### config.mk
export PLATFORM = sky130hd
export DESIGN_NAME = d_digit_recoder_flat
export DESIGN_NICKNAME = d
export VERILOG_FILES = /design/src/rtl/d_digit_recoder_if.sv /design/src/rtl/d_digit_recoder.sv /design/src/flat_wrapper.sv
export SDC_FILE = /design/constraint.sdc
export NUM_CORES = 1
export LEC_CHECK = 0
export CAP_MARGIN = 20
export CORE_MARGIN = 4
export CORE_UTILIZATION = 50
export DETAILED_ROUTE_END_ITERATION = 10
export HOLD_SLACK_MARGIN = 0.06
export PLACE_DENSITY = 0.77
export SKIP_LAST_GASP = 1
export SYNTH_ARGS = -nofsm -noshare
export SYNTH_HDL_FRONTEND = slang
export SYNTH_SLANG_ARGS = --single-unit
### constraint.sdc
create_clock -name clk -period 5.75 [get_ports clk]
set_clock_uncertainty 0.1 [all_clocks]
set_input_delay 0.8625 -clock clk [delete_from_list [all_inputs] [get_ports clk]]
set_output_delay 0.8625 -clock clk [all_outputs]
set_load 0.05 [all_outputs]
### src/rtl/d_digit_recoder_if.sv
// Bus bundle for d_digit_recoder: job load/status and the digit stream handshake.
interface d_digit_recoder_if #(
   parameter int unsigned W = 64
);
   localparam int unsigned IW = $clog2(W);

   logic          start;
   logic [W-1:0]  x_in;
   logic [W-1:0]  y_in;
   logic          busy;
   logic          d_valid;
   logic          d_ready;
   logic [1:0]    d_x;
   logic [1:0]    d_y;
   logic [IW-1:0] d_idx;
   logic          d_last;
   logic [IW+1:0] nz_cnt;

   modport master (
      output start, x_in, y_in, d_ready,
      input  busy, d_valid, d_x, d_y, d_idx, d_last, nz_cnt
   );

   modport slave (
      input  start, x_in, y_in, d_ready,
      output busy, d_valid, d_x, d_y, d_idx, d_last, nz_cnt
   );
endinterface

### src/rtl/d_digit_recoder.sv
// Booth-recodes a complex operand (x + jy) into a stream of signed digit pairs, one per transfer.
// XFIRE_DIGIT_MSB_FIRST_EN selects MSB-first digit order; LSB-first when undefined.
module d_digit_recoder #(
   parameter int unsigned W = 64
) (
   input  logic               clk,
   input  logic               arst_n,
   d_digit_recoder_if.slave   bus
);
   localparam int unsigned IW = $clog2(W);

`ifdef XFIRE_DIGIT_MSB_FIRST_EN
   localparam logic [IW-1:0] FIRST_IDX = IW'(W - 1);
   localparam logic [IW-1:0] LAST_IDX  = '0;
`else
   localparam logic [IW-1:0] FIRST_IDX = '0;
   localparam logic [IW-1:0] LAST_IDX  = IW'(W - 1);
`endif

   typedef enum logic {IDLE, RUN} state_t;

   state_t        state_q, state_d;
   logic [W-1:0]  x_q, x_d, y_q, y_d;
   logic [IW-1:0] idx_q, idx_d, idx_step;
   logic [1:0]    dx_q, dx_d, dy_q, dy_d;
   logic          last_q, last_d, busy_q, busy_d, valid_q, valid_d;
   logic [IW+1:0] nz_q, nz_d;
   logic          xfer;

   // digit_i = b[i-1] - b[i] with b[-1]=0, encoded 00=0, 01=+1, 11=-1
   function automatic logic [1:0] booth(input logic [W-1:0] op, input logic [IW-1:0] i);
      logic [W:0] ext;
      logic [1:0] pair;
      ext  = {op, 1'b0};
      pair = 2'(ext >> i);
      return {pair[1] & ~pair[0], pair[1] ^ pair[0]};
   endfunction

`ifdef XFIRE_DIGIT_MSB_FIRST_EN
   assign idx_step = idx_q - IW'(1);
`else
   assign idx_step = idx_q + IW'(1);
`endif

   assign xfer = valid_q & bus.d_ready;

   always_comb begin
      state_d = state_q;
      x_d     = x_q;
      y_d     = y_q;
      idx_d   = idx_q;
      dx_d    = dx_q;
      dy_d    = dy_q;
      last_d  = last_q;
      busy_d  = busy_q;
      valid_d = valid_q;
      nz_d    = nz_q;
      case (state_q)
         IDLE: begin
            if (bus.start) begin
               state_d = RUN;
               x_d     = bus.x_in;
               y_d     = bus.y_in;
               idx_d   = FIRST_IDX;
               dx_d    = booth(bus.x_in, FIRST_IDX);
               dy_d    = booth(bus.y_in, FIRST_IDX);
               last_d  = (FIRST_IDX == LAST_IDX);
               busy_d  = 1'b1;
               valid_d = 1'b1;
               nz_d    = '0;
            end
         end
         RUN: begin
            if (xfer) begin
               if ((dx_q != 2'b00) || (dy_q != 2'b00)) nz_d = nz_q + (IW+2)'(1);
               if (last_q) begin
                  state_d = IDLE;
                  dx_d    = 2'b00;
                  dy_d    = 2'b00;
                  last_d  = 1'b0;
                  busy_d  = 1'b0;
                  valid_d = 1'b0;
               end else begin
                  // the final index is never stepped past, so no wrap for any W
                  idx_d  = idx_step;
                  dx_d   = booth(x_q, idx_step);
                  dy_d   = booth(y_q, idx_step);
                  last_d = (idx_step == LAST_IDX);
               end
            end
         end
         default: state_d = IDLE;
      endcase
   end

   always_ff @(posedge clk or negedge arst_n) begin
      if (!arst_n) begin
         state_q <= IDLE;
         x_q     <= '0;
         y_q     <= '0;
         idx_q   <= '0;
         dx_q    <= 2'b00;
         dy_q    <= 2'b00;
         last_q  <= 1'b0;
         busy_q  <= 1'b0;
         valid_q <= 1'b0;
         nz_q    <= '0;
      end else begin
         state_q <= state_d;
         x_q     <= x_d;
         y_q     <= y_d;
         idx_q   <= idx_d;
         dx_q    <= dx_d;
         dy_q    <= dy_d;
         last_q  <= last_d;
         busy_q  <= busy_d;
         valid_q <= valid_d;
         nz_q    <= nz_d;
      end
   end

   assign bus.busy    = busy_q;
   assign bus.d_valid = valid_q;
   assign bus.d_x     = dx_q;
   assign bus.d_y     = dy_q;
   assign bus.d_idx   = idx_q;
   assign bus.d_last  = last_q;
   assign bus.nz_cnt  = nz_q;
endmodule

### src/flat_wrapper.sv
// flat-port wrapper written by rule: the top's interface ports become plain ports
module d_digit_recoder_flat 
#(
   parameter int unsigned W = 64
)
  (clk, arst_n, bus_start, bus_x_in, bus_y_in, bus_d_ready, bus_busy, bus_d_valid, bus_d_x, bus_d_y, bus_d_idx, bus_d_last, bus_nz_cnt);
  d_digit_recoder_if #(.W(W)) bus_i ();
  input  logic clk;
  input  logic arst_n;
  input wire logic [$bits(bus_i.start)-1:0] bus_start;
  input wire logic [$bits(bus_i.x_in)-1:0] bus_x_in;
  input wire logic [$bits(bus_i.y_in)-1:0] bus_y_in;
  input wire logic [$bits(bus_i.d_ready)-1:0] bus_d_ready;
  output wire logic [$bits(bus_i.busy)-1:0] bus_busy;
  output wire logic [$bits(bus_i.d_valid)-1:0] bus_d_valid;
  output wire logic [$bits(bus_i.d_x)-1:0] bus_d_x;
  output wire logic [$bits(bus_i.d_y)-1:0] bus_d_y;
  output wire logic [$bits(bus_i.d_idx)-1:0] bus_d_idx;
  output wire logic [$bits(bus_i.d_last)-1:0] bus_d_last;
  output wire logic [$bits(bus_i.nz_cnt)-1:0] bus_nz_cnt;
  assign bus_i.start = bus_start;
  assign bus_i.x_in = bus_x_in;
  assign bus_i.y_in = bus_y_in;
  assign bus_i.d_ready = bus_d_ready;
  assign bus_busy = bus_i.busy;
  assign bus_d_valid = bus_i.d_valid;
  assign bus_d_x = bus_i.d_x;
  assign bus_d_y = bus_i.d_y;
  assign bus_d_idx = bus_i.d_idx;
  assign bus_d_last = bus_i.d_last;
  assign bus_nz_cnt = bus_i.nz_cnt;
  d_digit_recoder #(.W(W)) u_core (.clk(clk), .arst_n(arst_n), .bus(bus_i));
endmodule
==> impl_metrics.tcl <==
set metrics [dict create \
    h-tree-depth 4 \
    synth_top_family_by_area "simple AND/OR/NAND/NOR gates" \
    fmax_ghz 0.2447 \
    post_cts_resized 0 \
    io_pins 153 \
    critPathMaxFanout 42 \
    cp_data_required_time_ns 6.02 \
    holdWs_ns 0.3737 \
    maxCapViolCount 0 \
    max-vdd-ir-drop_mv 0.2928 \
    pwr_density_cell_nw_per_um2 470.0 \
    slew_headroom 0.2865 \
    reg2reg_depth 12 \
    grt_pass1_wl_um 32670 \
    muxShareOfSynthArea 0.1526 \
    syn_area_um2 7923 \
    stdcell_area_um2 10130 \
    whs_path_depth 2 \
    netlist_instances 876 \
    p_leak_uw 0.004726 \
    synth_enable_flop_cells 0 \
    syn_area_per_cell_um2 9.044 \
    crit_type "register to register" \
    utilization 0.6590 \
    worstHoldStart "u_core.x_q[44]" \
    gp_congestion 0.9150 \
    cts_tree "done" \
    ys_seq_area_frac 0.4706 \
    area_growth_syn_to_layout_pct 27.86 \
    drive_gt1_frac 0.09082 \
    arrival_ns 4.36 \
    dr.pass1.iters 5 \
    post-synth-top-area-fraction 0.4706 \
    core_area_um2 15370 \
    vias_per_cell 5.464 \
    end_kind "register" \
    start_kind "register" \
    finalCritPeriodShare 0.7107 \
    hpwlAfterDp_um 14080 \
    cts_buffers 17 \
    postRouteAntennaNets 0 \
    yosys_warnings 0 \
    yosysTopAreaCell "dfrtp_1" \
    portBuffers 152 \
    r2r_slack_ns 1.66 \
    outcome "finished clean" \
    worst_pin_slew_ns 1.065 \
    grt_max_degree 104 \
    dp_slack_ns 1.681 \
    yosys-top-cells-area "dfrtp_1, nand2_1, mux4_2, mux4_1, nand3_1" \
    rows 45 \
    cts-root-buf "clkbuf_16" \
    nets 1137 \
    whs_endpoint "u_core.x_q[44]" \
    antenna_found_initial 0 \
    hp-class "register to register" \
    die_area_um2 17920 \
    fin_ws_ns 1.664 \
    clk_latency_ns 0.43 \
    rsz0062_at_grt "false" \
    synth-xor-area-share 0.01674 \
    syn-num-nets 1013 \
    start_util 0.5154 \
    hold_buffers 0 \
    cts_buffer_depth 2 \
    post-route-drc-count 0 \
    die-width_um 133.9 \
    yosys.area_share.simple 0.2599 \
    ys_types 47 \
    wl_um 20370 \
    post-cts-setup-buffers 0 \
    synth_fa_ha_area_frac 0.007896 \
    ys_seq_elements 149 \
    overflow 0 \
    synth-compound-area-share 0.05480 \
    r2r-start "u_core.bus.d_idx[0]" \
    synth_ff_type "dfrtp_1" \
    first_iter_violations 499 \
    setup_viol 0 \
    r2r-end "u_core.bus.d_y[0]" \
    slew_viol_final 0 \
    placed_area_um2 9533 \
    fp.dieH_um 133.9 \
    clk_pin_slew_worst_paths_ns 0.06 \
    fin_crit_ns 4.086 \
    clock-sinks 149 \
    grt_pass1_vias 6328 \
    async_flop_share 1.000 \
    grtUsageTotal 0.2307 \
    tns_ns 0 \
    hold_viol_final 0 \
    vias 6688 \
    wl_per_cell_um 16.64 \
    diodes 0 \
]
sequential cells by signal, indices dropped and copies added (netlist names):
register           count
u_core.bus.d_y         2
u_core.x_q            64
u_core.bus.nz_cnt      8
u_core.bus.d_x         2
u_core.bus.d_last      1
u_core.bus.d_idx       6
u_core.bus.busy        1
u_core.y_q            64
u_core.state_q         1
cells in the final DEF, fill, tap and decap left out, types with 3 or more instances in the layout:
cell and instances:
mux2i_1 9, clkdlybuf4s50_1 151, mux2_2 3, clkbuf_8 3, buf_4 9, clkbuf_16 17
nor3_1 3, xnor2_1 4, a21oi_1 13, and3_1 3, nor2b_1 3, a31oi_1 6
nand3_1 30, clkinv_4 3, o21a_1 3, a32oi_1 5, mux4_2 40, xor2_1 7
inv_1 6, nor2_1 39, mux4_1 7, o221ai_1 5, nand2_1 426, o21ai_0 15
dfrtp_1 148, nand2b_1 5, clkinvlp_4 4, nand4_1 3, o22ai_1 5, ha_1 4
per-layer routing:
| metal | part of all wire | routed length, µm | GRT usage |
|---|---|---|---|
| met5 | 0 | 0 | 0 |
| met4 | 0.015 | 314 | 0.07086 |
| met3 | 0.075 | 1532 | 0.05739 |
| met2 | 0.47 | 9662 | 0.3549 |
| met1 | 0.44 | 8862 | 0.3272 |
logic make-up after synthesis:
logic type	Yosys count
adder cells (fa/ha/maj)	5
buffers and inverters	63
XOR/XNOR	13
AO/OA/AOI/OAI	66
multiplexers	59
flip-flops	149
AND/OR/NAND/NOR	521
stage by stage:
stage | cells | power, µW
2_1_floorplan | 876 | 3074
3_3_place_gp | 1192 | 3568
3_5_place_dp | 1192 | 3625
4_1_cts | 1224 | 4771
5_1_grt | 1224 | 5035
6_report | 1224 | 4760
how the worst max path moves through the flow:
stage                                    from  slack (ns)                end  cells after the start
after global placement    u_core.bus.d_idx[0]        1.79  u_core.bus.d_y[0]                     12
after floorplan           u_core.bus.d_idx[0]        1.97  u_core.bus.d_x[0]                     14
after detailed placement  u_core.bus.d_idx[0]        1.68  u_core.bus.d_y[0]                     12
after CTS                 u_core.bus.d_idx[0]        1.66  u_core.bus.d_y[0]                     12
final                     u_core.bus.d_idx[0]        1.66  u_core.bus.d_y[0]                     12
after global routing      u_core.bus.d_idx[0]        1.36  u_core.bus.d_y[0]                     12
worst max-delay path: stages, from the launching register on:
cell,delay (ns)
dfrtp_2,0.70
inv_2,0.22
ha_2,1.01
buf_4,0.38
mux4_2,0.53
nor2_1,0.10
nor2_1,0.05
o21ai_0,0.14
nor4_1,0.07
a21oi_1,0.16
ha_1,0.26
o221ai_1,0.16
o21a_1,0.14
cells in the mapped netlist (5+ instances only):
cell      number
a32oi_1        5
mux4_1         7
xnor2_1        5
mux4_2        40
mux2i_1        9
dfrtp_1      149
o22ai_1        5
buf_4          5
a21oi_1       13
nand3_1       30
buf_1          5
o221ai_1       5
inv_1          6
nor2_1        39
nand2_1      426
buf_2          8
xor2_1         7
a31oi_1        6
clkbuf_1      35
o21ai_0       15
nand2b_1       6
ha_1           5
power breakdown:
part	leakage (µW)	total, µW	internal [µW]	switching (µW)
clock	0.000281	1120	673	448
sequential	0.00187	1710	1380	326
combinational	0.00258	1930	951	984
total	0.00473	4760	3000	1760
final cells by class:
cell class | instances | area [µm²]
Inverter | 7 | 26.28
Clock buffer | 21 | 470.5
Multi-Input combinational cell | 664 | 3923
Sequential cell | 149 | 3730
Timing Repair Buffer | 161 | 1590
Clock inverter | 11 | 126.4
Fill cell | 1233 | 5241
Tap cell | 211 | 264.0
Power figures use the tool's default switching activity.
